[config.mk]
export PLATFORM = sky130hd
export DESIGN_NAME = serial_pad_reader
export DESIGN_NICKNAME = d
export VERILOG_FILES = /design/src/rtl/serial_pad_pkg.sv /design/src/rtl/serial_pad_reader_edge_detect.sv /design/src/rtl/serial_pad_reader.sv
export SDC_FILE = /design/constraint.sdc
export NUM_CORES = 1
export LEC_CHECK = 0
export CORE_MARGIN = 8
export CORE_UTILIZATION = 49
export CTS_CLUSTER_DIAMETER = 30
export DETAILED_ROUTE_END_ITERATION = 10
export GPL_ROUTABILITY_DRIVEN = 0
export GPL_TIMING_DRIVEN = 0
export PLACE_DENSITY = 0.73
export SLEW_MARGIN = 20
export SYNTH_ARGS = -nofsm -noshare
export SYNTH_HDL_FRONTEND = slang
export SYNTH_SLANG_ARGS = --single-unit
[constraint.sdc]
create_clock -name clock -period 4.8 [get_ports clock]
set_input_delay 0.96 -clock clock [delete_from_list [all_inputs] [get_ports clock]]
set_output_delay 0.96 -clock clock [all_outputs]
set_load 0.02 [all_outputs]
[src/rtl/serial_pad_pkg.sv]
// Shared types and constants for the serial pad reader.
// States, protocol widths and NES button bit positions.
package serial_pad_pkg;

  typedef enum logic [2:0] {
    IDLE,
    LATCH,
    CLK_LOW,
    CLK_HIGH,
    DONE
  } pad_state_t;

  localparam int NES_BITS  = 8;
  localparam int SNES_BITS = 16;

  localparam int BTN_A      = 0;
  localparam int BTN_B      = 1;
  localparam int BTN_SELECT = 2;
  localparam int BTN_START  = 3;
  localparam int BTN_UP     = 4;
  localparam int BTN_DOWN   = 5;
  localparam int BTN_LEFT   = 6;
  localparam int BTN_RIGHT  = 7;

endpackage

[src/rtl/serial_pad_reader_edge_detect.sv]
// Per-channel button register with press/release pulses.
// SERIAL_PAD_DEBOUNCE_EN: accept a frame only if it repeats.
module pad_edge_detect
  import serial_pad_pkg::*;
#(
  parameter int BITS = NES_BITS
) (
  input  logic            clock,
  input  logic            reset,
  input  logic            update,
  input  logic [BITS-1:0] frame,
  output logic [BITS-1:0] buttons,
  output logic [BITS-1:0] pressed,
  output logic [BITS-1:0] released
);

  logic [BITS-1:0] next;

`ifdef SERIAL_PAD_DEBOUNCE_EN
  logic [BITS-1:0] last_frame;

  always_ff @(posedge clock) begin
    if (reset) begin
      last_frame <= '0;
    end else if (update) begin
      last_frame <= frame;
    end
  end

  // An unconfirmed frame leaves the channel untouched.
  assign next = (frame == last_frame) ? frame : buttons;
`else
  assign next = frame;
`endif

  always_ff @(posedge clock) begin
    if (reset) begin
      buttons  <= '0;
      pressed  <= '0;
      released <= '0;
    end else begin
      pressed  <= '0;
      released <= '0;
      if (update) begin
        buttons  <= next;
        pressed  <= next & ~buttons;
        released <= ~next & buttons;
      end
    end
  end

endmodule

[src/rtl/serial_pad_reader.sv]
// Multi-channel NES/SNES pad reader with shared latch/clock.
// SERIAL_PAD_DEBOUNCE_EN enables two-frame confirmation.
module serial_pad_reader
  import serial_pad_pkg::*;
#(
  parameter int CHANNELS        = 2,
  parameter int BITS            = NES_BITS,
  parameter int CLK_HZ          = 50_000_000,
  parameter int POLL_HZ         = 60,
  parameter int HALF_BIT_CYCLES = 300
) (
  input  logic                     clock,
  input  logic                     reset,
  input  logic [CHANNELS-1:0]      pad_data,
  output logic                     pad_latch,
  output logic                     pad_clock,
  output logic [CHANNELS*BITS-1:0] buttons,
  output logic [CHANNELS*BITS-1:0] pressed,
  output logic [CHANNELS*BITS-1:0] released,
  output logic                     frame_valid,
  output logic                     busy
);

  localparam int POLL_CYCLES = CLK_HZ / POLL_HZ;
  localparam int LATCH_LEN = 2 * HALF_BIT_CYCLES;
  localparam int FRAME_CYCLES =
    LATCH_LEN + 2 * BITS * HALF_BIT_CYCLES + 2;
  localparam int PW = $clog2(POLL_CYCLES);
  localparam int HW = $clog2(LATCH_LEN);
  localparam int KW = (BITS > 1) ? $clog2(BITS) : 1;

  localparam logic [PW-1:0] POLL_LAST = PW'(POLL_CYCLES - 1);
  localparam logic [HW-1:0] LATCH_LAST = HW'(LATCH_LEN - 1);
  localparam logic [HW-1:0] HALF_LAST = HW'(HALF_BIT_CYCLES - 1);
  localparam logic [KW-1:0] K_LAST = KW'(BITS - 1);

  generate
    if (POLL_CYCLES <= FRAME_CYCLES) begin : g_poll_chk
      $error("poll period shorter than one pad frame");
    end
  endgenerate

  logic [CHANNELS-1:0] sync_meta;
  logic [CHANNELS-1:0] sync_data;

  always_ff @(posedge clock) begin
    if (reset) begin
      sync_meta <= '0;
      sync_data <= '0;
    end else begin
      sync_meta <= pad_data;
      sync_data <= sync_meta;
    end
  end

  logic [PW-1:0] poll_cnt;
  logic          tick;

  assign tick = (poll_cnt == POLL_LAST);

  always_ff @(posedge clock) begin
    if (reset) begin
      poll_cnt <= '0;
    end else if (tick) begin
      poll_cnt <= '0;
    end else begin
      poll_cnt <= poll_cnt + 1'b1;
    end
  end

  pad_state_t               state;
  logic [HW-1:0]            phase;
  logic [KW-1:0]            bit_idx;
  logic [CHANNELS*BITS-1:0] shift;

  always_ff @(posedge clock) begin
    if (reset) begin
      state       <= IDLE;
      phase       <= '0;
      bit_idx     <= '0;
      shift       <= '0;
      pad_latch   <= 1'b0;
      pad_clock   <= 1'b1;
      busy        <= 1'b0;
      frame_valid <= 1'b0;
    end else begin
      frame_valid <= 1'b0;
      unique case (state)
        IDLE: begin
          // Ticks seen outside IDLE are simply lost.
          if (tick) begin
            state     <= LATCH;
            phase     <= '0;
            pad_latch <= 1'b1;
            busy      <= 1'b1;
          end
        end
        LATCH: begin
          if (phase == LATCH_LAST) begin
            state     <= CLK_LOW;
            phase     <= '0;
            bit_idx   <= '0;
            pad_latch <= 1'b0;
            pad_clock <= 1'b0;
          end else begin
            phase <= phase + 1'b1;
          end
        end
        CLK_LOW: begin
          if (phase == HALF_LAST) begin
            for (int c = 0; c < CHANNELS; c++) begin
              shift[c*BITS + int'(bit_idx)] <= ~sync_data[c];
            end
            state     <= CLK_HIGH;
            phase     <= '0;
            pad_clock <= 1'b1;
          end else begin
            phase <= phase + 1'b1;
          end
        end
        CLK_HIGH: begin
          if (phase == HALF_LAST) begin
            phase <= '0;
            if (bit_idx == K_LAST) begin
              state <= DONE;
            end else begin
              bit_idx   <= bit_idx + 1'b1;
              state     <= CLK_LOW;
              pad_clock <= 1'b0;
            end
          end else begin
            phase <= phase + 1'b1;
          end
        end
        DONE: begin
          state       <= IDLE;
          busy        <= 1'b0;
          frame_valid <= 1'b1;
        end
        default: state <= IDLE;
      endcase
    end
  end

  logic done;

  assign done = (state == DONE);

  generate
    for (genvar c = 0; c < CHANNELS; c++) begin : g_ch
      pad_edge_detect #(
        .BITS(BITS)
      ) u_edge (
        .clock   (clock),
        .reset   (reset),
        .update  (done),
        .frame   (shift[c*BITS +: BITS]),
        .buttons (buttons[c*BITS +: BITS]),
        .pressed (pressed[c*BITS +: BITS]),
        .released(released[c*BITS +: BITS])
      );
    end
  endgenerate

endmodule

==> metrics.md <==
| Metric | Value |
|---|---|
| Status | `completed` |
| Fin crit share | `0.504` |
| Hold crit path type | `reg2reg` |
| Pwr/cell area | `329 nW/um2` |
| I/O pin count | `56` |
| CTS Buf Count | `9` |
| Skew final | `between 0.01 and 0.015 ns` |
| CP max FO | `10` |
| DP Cell Count | `roughly 600` |
| CP Class | `in2reg` |
| Setup bufs post-CTS | `0` |
| Delay-heaviest family, CP | `buffers and inverters` |
| Cells after Synth | `about 450` |
| Flop2flop setup slack | `approximately 2.7 ns` |
| Die X-Extent | `~110 um` |
| Max-Slew Margin vs Limit | `0.586` |
| Hold_buf cts | `0` |
| Peak VDD IR | `approximately 0.00018 V` |
| First-pass GRT wire length | `approximately 14000 um` |
| Final hold vios | `0` |
| Setup WS pre-CTS | `between 1.5 and 2 ns` |
| Top_reg_cell synth | `dfxtp_1` |
| Worst-margin pin slew | `just over 0.6 ns` |
| Most frequent cells after synthesis | `108 x dfxtp_1, 69 x nand2_1, 35 x nor2_1, 35 x nor3b_1, 33 x a21oi_1` |
| Worst path depth | `5` |
| CP peak stage delay | `0.52 ns` |
| Crit-path most repeated cell | `clkbuf_1` |
| Ant diodes | `0` |
| # resized after CTS | `0` |
| Synth area leaders | `dfxtp_1 51%, nor3b_1 6.3%, nand2_1 6.2%` |
| Setup crit end | `g_ch[0].u_edge.pressed[6]$_SDFF_PP0_` |
| Design Area, Final | `between 5000 and 6000 um2` |
| Largest net degree at the start of global routing | `21` |
| Post-DP HPWL | `roughly 6400 um` |
| Final ANT Viol Nets | `0` |
| Grt ovf | `0` |
| Count of input and output buffers | `54` |
| Routed wl met2 | `slightly above 4000 um` |
| Fin cells | `621` |
| Highest routing layer actually used | `met4` |
| Core Footprint | `approximately 8300 um2` |
| Setup TNS | `0 ns` |
| CP startpoint | `reset` |
| Max-slew violation count | `0` |
| Die Footprint | `roughly 12000 um2` |
| Placed Area | `between 4000 and 5000 um2` |
| Routed vias | `~3200` |
| Hold_sp | `sync_meta[0]$_SDFF_PP0_` |
| EDFF count, synth | `0` |
| Met1 Wirelength | `about 4000 um` |
| Die H | `roughly 110 um` |
| Total Wirelength | `roughly 8600 um` |
| Vias per cell | `a little over 5` |
| Met3 WL post-DR | `459 um` |
| GRT Total Usage | `0.146` |
| MaxCap Viol Count | `0` |
| Root Driver | `clkbuf_8` |
| # H-tree levels | `3` |
| Initial Utilization | `0.509` |
| Synth area leader | `dfxtp_1` |
| Clock latency on the worst-skew pair | `0.37 ns` |
| Register area share after synthesis | `0.514` |
| Final min period | `between 2 and 2.5 ns` |
| CP required | `~5.0 ns` |
| Share of cells above drive strength 1 | `0.0814` |
| Critical Path AT | `approximately 2.7 ns` |
| Startpoint types | `primary input` |
| Synth cell types | `55` |
| Mapped Area | `~4200 um2` |
| R2R depth | `7` |
| CP bufs+invs | `3` |
| Synth Register Bits | `approximately 110` |
| Layout area overhead | `20.8%` |
| Average routed wire per standard cell | `13.9 um` |
| Worst-path cell chain | `clkbuf_1 -> clkinv_1 -> nand2_1 -> clkbuf_1 -> nor3b_1` |
| FP Rows | `33` |
| Deepest clock path buffer count | `2` |
| Initial DRT Pass Iterations | `4` |
| Peak Freq | `a little over 400 MHz` |
| RSZ-0062 raised after global routing | `no` |
| Most frequent cell after synthesis | `dfxtp_1` |
| Ys async rst share | `0` |
| Final setup violation count | `0` |
| Final #Nets | `520` |
| Synth top area share | `0.514` |
| Final hold slack | `around 0.45 ns` |
| Sink Count | `roughly 110` |
| Initial antenna violation count | `0` |
| Mapped Nets | `roughly 460` |
| Reg2reg end | `bit_idx[1]$_SDFFE_PP0P_` |
| CP max stage cell | `clkbuf_1` |
| Final WS setup | `approximately 2.4 ns` |
| Lkg Pwr | `roughly 1.8 nW` |
| Crit. End Element | `flop` |
| DRC | `0` |
| Yosys warnings | `0` |
| CTS tree | `yes` |
| Worst-path clk slew | `approximately 0.11 ns` |
| Mean Syn Cell Area | `about 9.4 um2` |
| DRT iter0 DRCs | `96` |
| Number of global-route vias before repair | `between 2000 and 3000` |
| Reg2reg start | `phase[0]$_SDFFE_PP0P_` |
[worst register-to-register path: cells and delay by family (launching register included)]
kind	cells	cell delay, ns
buffers and inverters	1	0.14
flip-flops	1	0.41
multiplexers	1	0.19
adder cells (fa/ha/maj)	1	0.27
AO/OA/AOI/OAI	1	0.26
AND/OR/NAND/NOR	3	0.79
[placed cells by master, fill, tap and decap left out, types with 8 or more instances in the layout]
| cell | netlist | layout |
|---|---|---|
| xor2_1 | 13 | 13 |
| clkbuf_1 | 8 | 8 |
| nand4_1 | 12 | 12 |
| inv_1 | 8 | 8 |
| clkbuf_8 | 0 | 10 |
| nand2_1 | 69 | 69 |
| mux2i_1 | 15 | 15 |
| nor2_1 | 35 | 35 |
| and3_1 | 8 | 8 |
| nor3b_1 | 35 | 35 |
| clkdlybuf4s50_1 | 0 | 54 |
| a21oi_1 | 33 | 33 |
| dfxtp_1 | 108 | 108 |
| nand3_1 | 12 | 12 |
[layer usage]
metal,global-route usage,up-vias
li1,-,1663
met1,0.172,1493
met2,0.260,69
met3,0.0366,4
met4,0.0352,0
met5,0,-
[sequential cells by signal, indices dropped and copies added, names as in the netlist]
name                  cells
g_ch.u_edge.released     16
frame_valid               1
phase                    10
state                     3
shift                    16
pad_clock                 1
g_ch.u_edge.buttons      16
pad_latch                 1
busy                      1
sync_meta                 2
bit_idx                   3
g_ch.u_edge.pressed      16
sync_data                 2
poll_cnt                 20
[power breakdown]
group          internal, mW  switching [mW]  leakage [nW]
Sequential            0.912          0.0135         0.871
Clock                 0.218           0.323         0.103
Combinational        0.0837           0.120         0.820
Total                  1.21           0.457          1.79
[final cells by class]
cell class                 instances  area, um2
fill                             748       3180
sequential                       108       2160
multi-input combinational        307       1890
timing repair buffer              54        541
clock buffer                      10        138
tap                              105        131
buffer                            22        115
clock inverter                     6       62.6
inverter                           9       33.8
[cell families (layout without fill, tap and decap cells)]
family                     after synthesis  in the layout  share of synthesized area
AOI/OAI and AO/OA                       53             53                     0.0792
xor gates and xnor gates                19             19                     0.0396
adders and majority gates                5              5                     0.0149
buffers and inverters                   31            101                     0.0354
DFF                                    108            108                      0.514
muxes                                   15             15                     0.0357
and+or+nand+nor                        215            215                      0.281
[how the worst min path moves through the flow]
stage | endpoint | cells after the start
finish | sync_data[0]$_SDFF_PP0_ | 1
floorplan | sync_data[0]$_SDFF_PP0_ | 1
global placement | sync_data[0]$_SDFF_PP0_ | 1
detailed placement | sync_data[0]$_SDFF_PP0_ | 1
CTS | sync_data[0]$_SDFF_PP0_ | 1
global route | sync_data[1]$_SDFF_PP0_ | 1
[stage by stage]
stage	util	total power, mW
after global routing	0.615	1.75
final	0.615	1.67
after floorplan	-	1.11
after global placement	0.590	1.15
after detailed placement	0.590	1.15
after CTS	0.615	1.69
Power figures use the tool's default switching activity.
